**config.mk**
```make
export PLATFORM = sky130hd
export DESIGN_NAME = hazard_stall_unit
export DESIGN_NICKNAME = d
export VERILOG_FILES = /design/src/rtl/hazard_pkg.sv /design/src/rtl/sat_counter.sv /design/src/rtl/hazard_stall_unit.sv
export SDC_FILE = /design/constraint.sdc
export NUM_CORES = 1
export LEC_CHECK = 0
export ABC_AREA = 1
export CAP_MARGIN = 20
export CORE_ASPECT_RATIO = 1.2
export CORE_UTILIZATION = 40
export CTS_CLUSTER_DIAMETER = 40
export DETAILED_ROUTE_END_ITERATION = 16
export PLACE_DENSITY = 0.83
export SYNTH_ARGS = -nofsm -noshare
export SYNTH_HDL_FRONTEND = slang
export SYNTH_SLANG_ARGS = --single-unit
```
**constraint.sdc**
```tcl
create_clock -name Clk -period 1.7 [get_ports Clk]
set_input_delay 0.34 -clock Clk [delete_from_list [all_inputs] [get_ports Clk]]
set_output_delay 0.34 -clock Clk [all_outputs]
set_load 0.05 [all_outputs]
```
**src/rtl/hazard_pkg.sv**
```systemverilog
// Shared types and constants for the pipeline hazard controller:
// controller states and the encoded control-output vectors.
package hazard_pkg;

    typedef enum logic {
        RUN      = 1'b0,
        LU_STALL = 1'b1
    } state_t;

    localparam int REG_ZERO = 0;

    typedef struct packed {
        logic pc_write;
        logic if_id_write;
        logic if_id_flush;
        logic id_ex_bubble;
        logic pipe_freeze;
    } ctrl_t;

    localparam ctrl_t CTRL_RESET   = 5'b00110;
    localparam ctrl_t CTRL_NORMAL  = 5'b11000;
    localparam ctrl_t CTRL_STALL   = 5'b00010;
    localparam ctrl_t CTRL_BRANCH  = 5'b10110;
    localparam ctrl_t CTRL_JUMP    = 5'b10100;
    localparam ctrl_t CTRL_MEMWAIT = 5'b00001;

endpackage

```
**src/rtl/sat_counter.sv**
```systemverilog
// Saturating up-counter with synchronous clear, used for the hazard perf statistics.
module sat_counter #(
    parameter int CNT_W = 16
) (
    input  logic             Clk,
    input  logic             Rst,
    input  logic             inc,
    input  logic             clr,
    output logic [CNT_W-1:0] count
);

    logic [CNT_W-1:0] count_q;
    logic [CNT_W-1:0] count_d;

    always_comb begin
        count_d = count_q;
        if (clr) begin
            count_d = '0;
        end else if (inc && (count_q != {CNT_W{1'b1}})) begin
            count_d = count_q + 1'b1;
        end
    end

    always_ff @(posedge Clk or negedge Rst) begin
        if (!Rst) begin
            count_q <= '0;
        end else begin
            count_q <= count_d;
        end
    end

    assign count = count_q;

endmodule

```
**src/rtl/hazard_stall_unit.sv**
```systemverilog
// Load-use / control hazard controller for the 5-stage pipeline.
// Define HAZARD_PERF_EN to build the three saturating perf counters.
module hazard_stall_unit
    import hazard_pkg::*;
#(
    parameter int REG_ADDR_W = 5,
    parameter int LOAD_LAT   = 1,
    parameter int CNT_W      = 16
) (
    input  logic                  Clk,
    input  logic                  Rst,
    input  logic [REG_ADDR_W-1:0] IF_ID_Rs,
    input  logic [REG_ADDR_W-1:0] IF_ID_Rt,
    input  logic                  IF_ID_UsesRt,
    input  logic                  ID_Jump,
    input  logic                  ID_EX_MemRead,
    input  logic [REG_ADDR_W-1:0] ID_EX_Rt,
    input  logic                  EX_BranchTaken,
    input  logic                  MemBusy,
    output logic                  PCWrite,
    output logic                  IF_ID_Write,
    output logic                  IF_ID_Flush,
    output logic                  ID_EX_Bubble,
    output logic                  PipeFreeze,
    output logic [CNT_W-1:0]      StallCycles,
    output logic [CNT_W-1:0]      FlushCount,
    output logic [CNT_W-1:0]      MemWaitCycles
);

    state_t           state_q;
    state_t           state_d;
    logic [CNT_W-1:0] cnt_q;
    logic [CNT_W-1:0] cnt_d;
    logic             hazard;
    ctrl_t            ctrl;

    assign hazard = ID_EX_MemRead
                  && (ID_EX_Rt != REG_ADDR_W'(REG_ZERO))
                  && ((ID_EX_Rt == IF_ID_Rs) || (IF_ID_UsesRt && (ID_EX_Rt == IF_ID_Rt)));

    // Priority chain: taken branch, memory wait, load-use stall, jump, normal.
    always_comb begin
        state_d = state_q;
        cnt_d   = cnt_q;
        ctrl    = CTRL_NORMAL;
        if (EX_BranchTaken) begin
            ctrl    = CTRL_BRANCH;
            state_d = RUN;
            cnt_d   = '0;
        end else if (MemBusy) begin
            ctrl = CTRL_MEMWAIT;
        end else if (state_q == LU_STALL) begin
            ctrl  = CTRL_STALL;
            cnt_d = cnt_q - 1'b1;
            if (cnt_q <= CNT_W'(1)) begin
                state_d = RUN;
                cnt_d   = '0;
            end
        end else if (hazard) begin
            ctrl = CTRL_STALL;
            if (LOAD_LAT > 1) begin
                state_d = LU_STALL;
                cnt_d   = CNT_W'(LOAD_LAT - 1);
            end
        end else if (ID_Jump) begin
            ctrl = CTRL_JUMP;
        end
        // Reset overrides the outputs combinationally so the pipe is quiet while held.
        if (!Rst) begin
            ctrl = CTRL_RESET;
        end
    end

    always_ff @(posedge Clk or negedge Rst) begin
        if (!Rst) begin
            state_q <= RUN;
            cnt_q   <= '0;
        end else begin
            state_q <= state_d;
            cnt_q   <= cnt_d;
        end
    end

    assign PCWrite      = ctrl.pc_write;
    assign IF_ID_Write  = ctrl.if_id_write;
    assign IF_ID_Flush  = ctrl.if_id_flush;
    assign ID_EX_Bubble = ctrl.id_ex_bubble;
    assign PipeFreeze   = ctrl.pipe_freeze;

`ifdef HAZARD_PERF_EN
    logic stall_inc;

    // Only bubbles caused by a load-use stall count, not branch flush bubbles.
    assign stall_inc = Rst && !EX_BranchTaken && !MemBusy && ((state_q == LU_STALL) || hazard);

    sat_counter #(.CNT_W(CNT_W)) u_stall_cnt (
        .Clk   (Clk),
        .Rst   (Rst),
        .inc   (stall_inc),
        .clr   (1'b0),
        .count (StallCycles)
    );

    sat_counter #(.CNT_W(CNT_W)) u_flush_cnt (
        .Clk   (Clk),
        .Rst   (Rst),
        .inc   (Rst && ctrl.if_id_flush),
        .clr   (1'b0),
        .count (FlushCount)
    );

    sat_counter #(.CNT_W(CNT_W)) u_memwait_cnt (
        .Clk   (Clk),
        .Rst   (Rst),
        .inc   (Rst && MemBusy),
        .clr   (1'b0),
        .count (MemWaitCycles)
    );
`else
    assign StallCycles   = '0;
    assign FlushCount    = '0;
    assign MemWaitCycles = '0;
`endif

endmodule
```
Word-level counts from Yosys, hierarchy flattened

Index checks and enable logic that the tools add are counted.

$add $sub $neg: 1
Magnitude comparators: 1
Eq/ne operators: 3
Mux-type cells: 14
Reduce and logical (&&, ||, !) cells: 7

Operator list:

| kind                                                                    | number |
|---|---|
| 16-bit 2-to-1 mux                                                       | 4 |
| 5-bit 2-to-1 mux                                                        | 5 |
| 16-bit by 1-bit <= comparator with 1-bit output (second input constant) | 1 |
| 16-bit by 1-bit subtractor with 16-bit output (second input constant)   | 1 |
| 5-bit == test                                                           | 2 |
| 5-bit nonzero test                                                      | 1 |
| 1-bit 2-to-1 mux                                                        | 4 |
| 4-bit 2-to-1 mux                                                        | 1 |
| 1-bit logical AND                                                       | 3 |
| 2-bit != test (second input constant)                                   | 1 |
| 2-bit AND reduction                                                     | 1 |
| 2-bit nonzero test                                                      | 1 |
| 1-bit logical OR                                                        | 1 |

Flip-flop bits (word level): 17
Input bits: 22
Logic and storage cells: 28

Depth between registers and ports, before layout

Depth in word-level cells: 9
Mapped depth: 10
Gate-level depth less buffers: 10

Least setup slack after synthesis

Ideal clock, no wire load.

Kind: input -> output
Start point: input ID_EX_Rt[0]
End point: output IF_ID_Flush
Arrival: 1.941 ns
Required time: 1.360 ns
Slack: -0.581 ns
Stages on the path: 7
Path buffers: 0
Path through: inv_1 -> nand4_1 -> o21ai_0 -> inv_1 -> nand2_1 -> nand3_1 -> o21ai_0

Word-level cells in the longest chain between the ends: 9

RTL lines:

| item                  | RTL line                | RTL |
|---|---|---|
| start: declaration    | hazard_stall_unit.sv:17 | `input logic [REG_ADDR_W-1:0] ID_EX_Rt,` |
| 5-bit == test         | hazard_stall_unit.sv:39 | `&& ((ID_EX_Rt == IF_ID_Rs) \|\| (IF_ID_UsesRt && (ID_EX_Rt == IF_ID_Rt)));` |
| 1-bit logical AND     | hazard_stall_unit.sv:39 |  |
| 1-bit logical OR      | hazard_stall_unit.sv:39 |  |
| 1-bit logical AND (*) | hazard_stall_unit.sv:39 |  |
| 5-bit 2-to-1 mux (*)  | hazard_stall_unit.sv:59 | `end else if (hazard) begin` |
| 5-bit 2-to-1 mux (*)  | hazard_stall_unit.sv:52 | `end else if (state_q == LU_STALL) begin` |
| 5-bit 2-to-1 mux (*)  | hazard_stall_unit.sv:50 | `end else if (MemBusy) begin` |
| 5-bit 2-to-1 mux (*)  | hazard_stall_unit.sv:46 | `if (EX_BranchTaken) begin` |
| 5-bit 2-to-1 mux (*)  | hazard_stall_unit.sv:69 | `if (!Rst) begin` |
| end: declaration      | hazard_stall_unit.sv:22 | `output logic IF_ID_Flush,` |

Every way passes the cells marked *; elsewhere a longest branch is shown, timed or not.

Worst setup path after layout

Start point: input IF_ID_Rs[3]
End point: output IF_ID_Write

Word-level cells in the longest chain between the ends: 8

RTL lines:

| item               | RTL line                | RTL |
|---|---|---|
| start: declaration | hazard_stall_unit.sv:12 | `input logic [REG_ADDR_W-1:0] IF_ID_Rs,` |
| 5-bit == test      | hazard_stall_unit.sv:39 |  |
| 1-bit logical OR   | hazard_stall_unit.sv:39 |  |
| 1-bit logical AND  | hazard_stall_unit.sv:39 |  |
| 5-bit 2-to-1 mux   | hazard_stall_unit.sv:59 |  |
| 5-bit 2-to-1 mux   | hazard_stall_unit.sv:52 |  |
| 5-bit 2-to-1 mux   | hazard_stall_unit.sv:50 |  |
| 5-bit 2-to-1 mux   | hazard_stall_unit.sv:46 |  |
| 5-bit 2-to-1 mux   | hazard_stall_unit.sv:69 |  |
| end: declaration   | hazard_stall_unit.sv:21 | `output logic IF_ID_Write,` |

No other way between the ends.

==> flow_metrics.py <==
metrics = {
    "flow_run": {
        "drv_cap": 0,
    },
    "global_routing": {
        "antenna_found_initial": 0,
        "grt_use_met3_pct": 3.84,
        "overflow": 0,
        "met1_usage_pct": 14.5,
        "grt_max_degree": 18,
        "grt_pass1_vias": 1251,
        "grt_use_met2_pct": 29.8,
        "grt_pass1_wl_um": 4970,
        "grt_most_used_layer": "met2",
        "grt_usage_pct": 15.1,
    },
    "yosys": {
        "synth_area_per_cell_sq_um": 6.77,
        "ys_types": 23,
        "synthTopCellsByArea": "dfrtp_1, buf_4, nand2_1, nor2_1, inv_1",
        "synth_edf_count": 0,
        "synth-async-reset-ratio_pct": 100,
        "yosysWarnings": 0,
        "syn_area_sq_mm": 0.00158,
        "syn_inst": 233,
        "yosysMostFrequentCell": "nand2_1",
        "ys_seq_elements": 17,
        "synth_top_area_share_pct": 27.0,
        "synth_top_area_cell": "dfrtp_1",
        "synth_seq_area_share_pct": 27.0,
        "synthTopCellsByCount": "nand2_1, buf_4, nor2_1, inv_1, dfrtp_1",
        "synthFlopType": "dfrtp_1",
    },
    "hold_path": {
        "hold_class": "primary input to async pin",
    },
    "cts": {
        "clockRootBuffer": "clkbuf_8",
        "clockBufferDepth": 2,
        "tritoncts": "built",
        "clock_latency_ns": 0.25,
        "cts.sinks": 17,
        "clkTransAtPathRegs_ns": 0.07,
        "htree_num_levels": 1,
        "numCtsBuffers": 3,
    },
    "floorplanning": {
        "die_w_um": 59.3,
        "initial_core_util_pct": 42.7,
        "row_count": 24,
        "io_pins": 75,
        "fp.coreArea_sq_mm": 0.00369,
        "die_area_sq_mm": 0.00420,
        "die_h_um": 70.8,
    },
    "critical_path": {
        "crit_path_frequent_cell": "nand2_2",
        "critPathMaxFanout": 3,
        "cp-end-kind": "output port",
        "cp_cell_sequence": "clkdlybuf4s15_1 -> xnor2_1 -> nand3_1 -> nand2_2 -> nand2_2 -> nand3_4 -> nor2_2 -> buf_12",
        "arrival_ns": 1.31,
        "required_ns": 1.36,
        "critical_path.startpoint_type": "primary input",
        "crit_slowest_cell": "clkdlybuf4s15_1",
        "slowest_delay_ns": 0.17,
        "path_class": "primary input to output port",
    },
    "route": {
        "vias_per_cell": 4.12,
        "first_pass_iters": 4,
        "finalWirelength_um": 2990,
        "antenna_left": 0,
        "post-route-drc-count": 0,
        "drt_iter0_markers": 30,
        "num_vias": 1340,
        "wire_per_inst_um": 9.21,
    },
    "timing": {
        "skew_ns": 0.00411,
        "finalCriticalPeriod_ns": 1.65,
        "fmax_ghz": 0.607,
        "finalHoldViolCount": 0,
        "fin_crit_sh_pct": 96.9,
        "finalSetupViolCount": 0,
        "setup_ws_ns": 0.0520,
        "grt_setup_unrepaired": "no",
        "slew_violations": 0,
    },
    "placement": {
        "pre_cts_ws_ns": -0.487,
        "placedCellCount": 320,
        "io_buffer_count": 26,
        "gp_congestion": 0.842,
        "dp_hpwl_um": 2480,
    },
    "layout": {
        "layout.nets": 298,
        "nFillCells": 380,
        "post_layout_nonfiller_instances": 325,
        "area_growth_pct": 20.9,
        "drive_above_1_share_pct": 24.2,
        "diodes": 0,
    },
    "power": {
        "clock_power_share_pct": 15.4,
        "p_per_area_mw_per_mm2": 1040,
        "p_int_uw": 1020,
        "seqPwrFrac_pct": 30.2,
        "leakagePower_uw": 0.00107,
        "swShare_pct": 48.5,
        "switchingPower_uw": 961,
        "combPwrFrac_pct": 54.4,
        "vdd_drop_max_mv": 0.410,
    },
    "outcome": {
        "outcome": "finished, final reports clean",
    },
}
-- critical path, delay by kind of cell --
family	cells	cell delay, ns
simple gates	5	0.51
xor+xnor	1	0.13
buf+inv	2	0.32
-- logic make-up after synthesis --
kind of cell,after synthesis,synth area share (%)
AOI/OAI and AO/OA,14,5.23
other,1,0.238
DFF,17,27.0
xor gates and xnor gates,11,6.11
adders and majority gates,2,1.59
buffers and inverters,79,30.2
and+or+nand+nor,109,29.7
-- state kept, by name, indices dropped and copies added (netlist names) --
signal	cells
cnt_q	16
state_q	1
-- layout by cell type, fill, tap and decap left out --
| master | Yosys | layout |
|---|---|---|
| o21ai_0 | 8 | 5 |
| buf_12 | 0 | 3 |
| nand3_1 | 5 | 4 |
| o21ai_1 | 2 | 3 |
| a21oi_2 | 0 | 1 |
| nand2_4 | 1 | 1 |
| nand4_1 | 3 | 3 |
| buf_6 | 0 | 7 |
| conb_1 | 1 | 48 |
| clkdlybuf4s15_1 | 0 | 2 |
| dlymetal6s2s_1 | 0 | 1 |
| or2_1 | 2 | 2 |
| o22ai_1 | 1 | 1 |
| nor4_1 | 1 | 1 |
| nor2_1 | 37 | 30 |
| dfrtp_1 | 17 | 17 |
| dlygate4sd2_1 | 0 | 3 |
| clkdlybuf4s50_1 | 0 | 1 |
| nand2_1 | 54 | 52 |
| xor2_1 | 5 | 5 |
| inv_1 | 28 | 20 |
| inv_2 | 3 | 9 |
| a21oi_4 | 1 | 2 |
| nor2_2 | 2 | 8 |
| nor2_4 | 3 | 4 |
| clkbuf_1 | 0 | 1 |
| buf_2 | 0 | 9 |
| clkbuf_8 | 0 | 3 |
| nand2_2 | 1 | 3 |
| o21ai_2 | 0 | 2 |
| ha_1 | 2 | 2 |
| xnor2_1 | 6 | 6 |
| nand3_4 | 0 | 1 |
| inv_4 | 0 | 2 |
| buf_4 | 48 | 11 |
-- worst paths after layout --
check,startpoint,to,slack [ns],cells past startpoint
setup / recovery,IF_ID_Rs[3],IF_ID_Write,0.05,8
hold / removal,Rst,cnt_q[5],0.23,2
setup reg to reg,cnt_q[0],cnt_q[14],0.19,8
hold reg to reg,cnt_q[0],cnt_q[0],0.54,1
max in group asynchronous,Rst,cnt_q[9],1.28,2
min in group Clk,cnt_q[0],cnt_q[0],0.54,1
-- repair_timing --
action                     CTS  global route
pin swaps                   28            15
resized for setup           84            11
hold buffers                 0             0
setup buffers                1             0
gates cloned                 0             0
setup endpoints to repair    5             8
-- metrics by stage --
step           setup TNS (ns)  utilization, %  hold slack [ns]  total power, uW  area [sq um]
6_report                    0            51.6            0.232             1980          1910
5_1_grt                     0            51.6            0.254             2140          1910
3_3_place_gp            -1.87            49.6            0.511             1620          1830
3_5_place_dp            -2.14            49.6            0.527             1660          1830
4_1_cts                     0            51.1            0.238             1970          1890
2_1_floorplan         -0.0471               -           0.0444             1520          1770
-- power groups by stage --
stage | Combinational [uW] | Clock (uW) | Sequential (uW)
after floorplan | 936 | 0 | 580
after global placement | 1020 | 0 | 601
after detailed placement | 1060 | 0 | 599
after CTS | 1060 | 310 | 598
after global routing | 1200 | 331 | 610
final | 1080 | 305 | 598
-- layout make-up --
type                       count  area [sq um]  area share (%)
clock buffer                   4          45.0            2.36
multi-input combinational    184           915            48.0
sequential                    17           425            22.3
tap                           52          65.1            3.41
timing repair buffer          37           335            17.6
inverter                      31           121            6.36
-- layer usage --
metal  up-vias  wire length (um)  part of all wire (%)
met4         0                34                   1.1
met5         -                 0                     0
met1       599              1100                    37
met3         3               231                   7.7
met2        52              1630                    54
li1        686                 -                     -
Note: power is estimated with default switching activity, not from simulation.
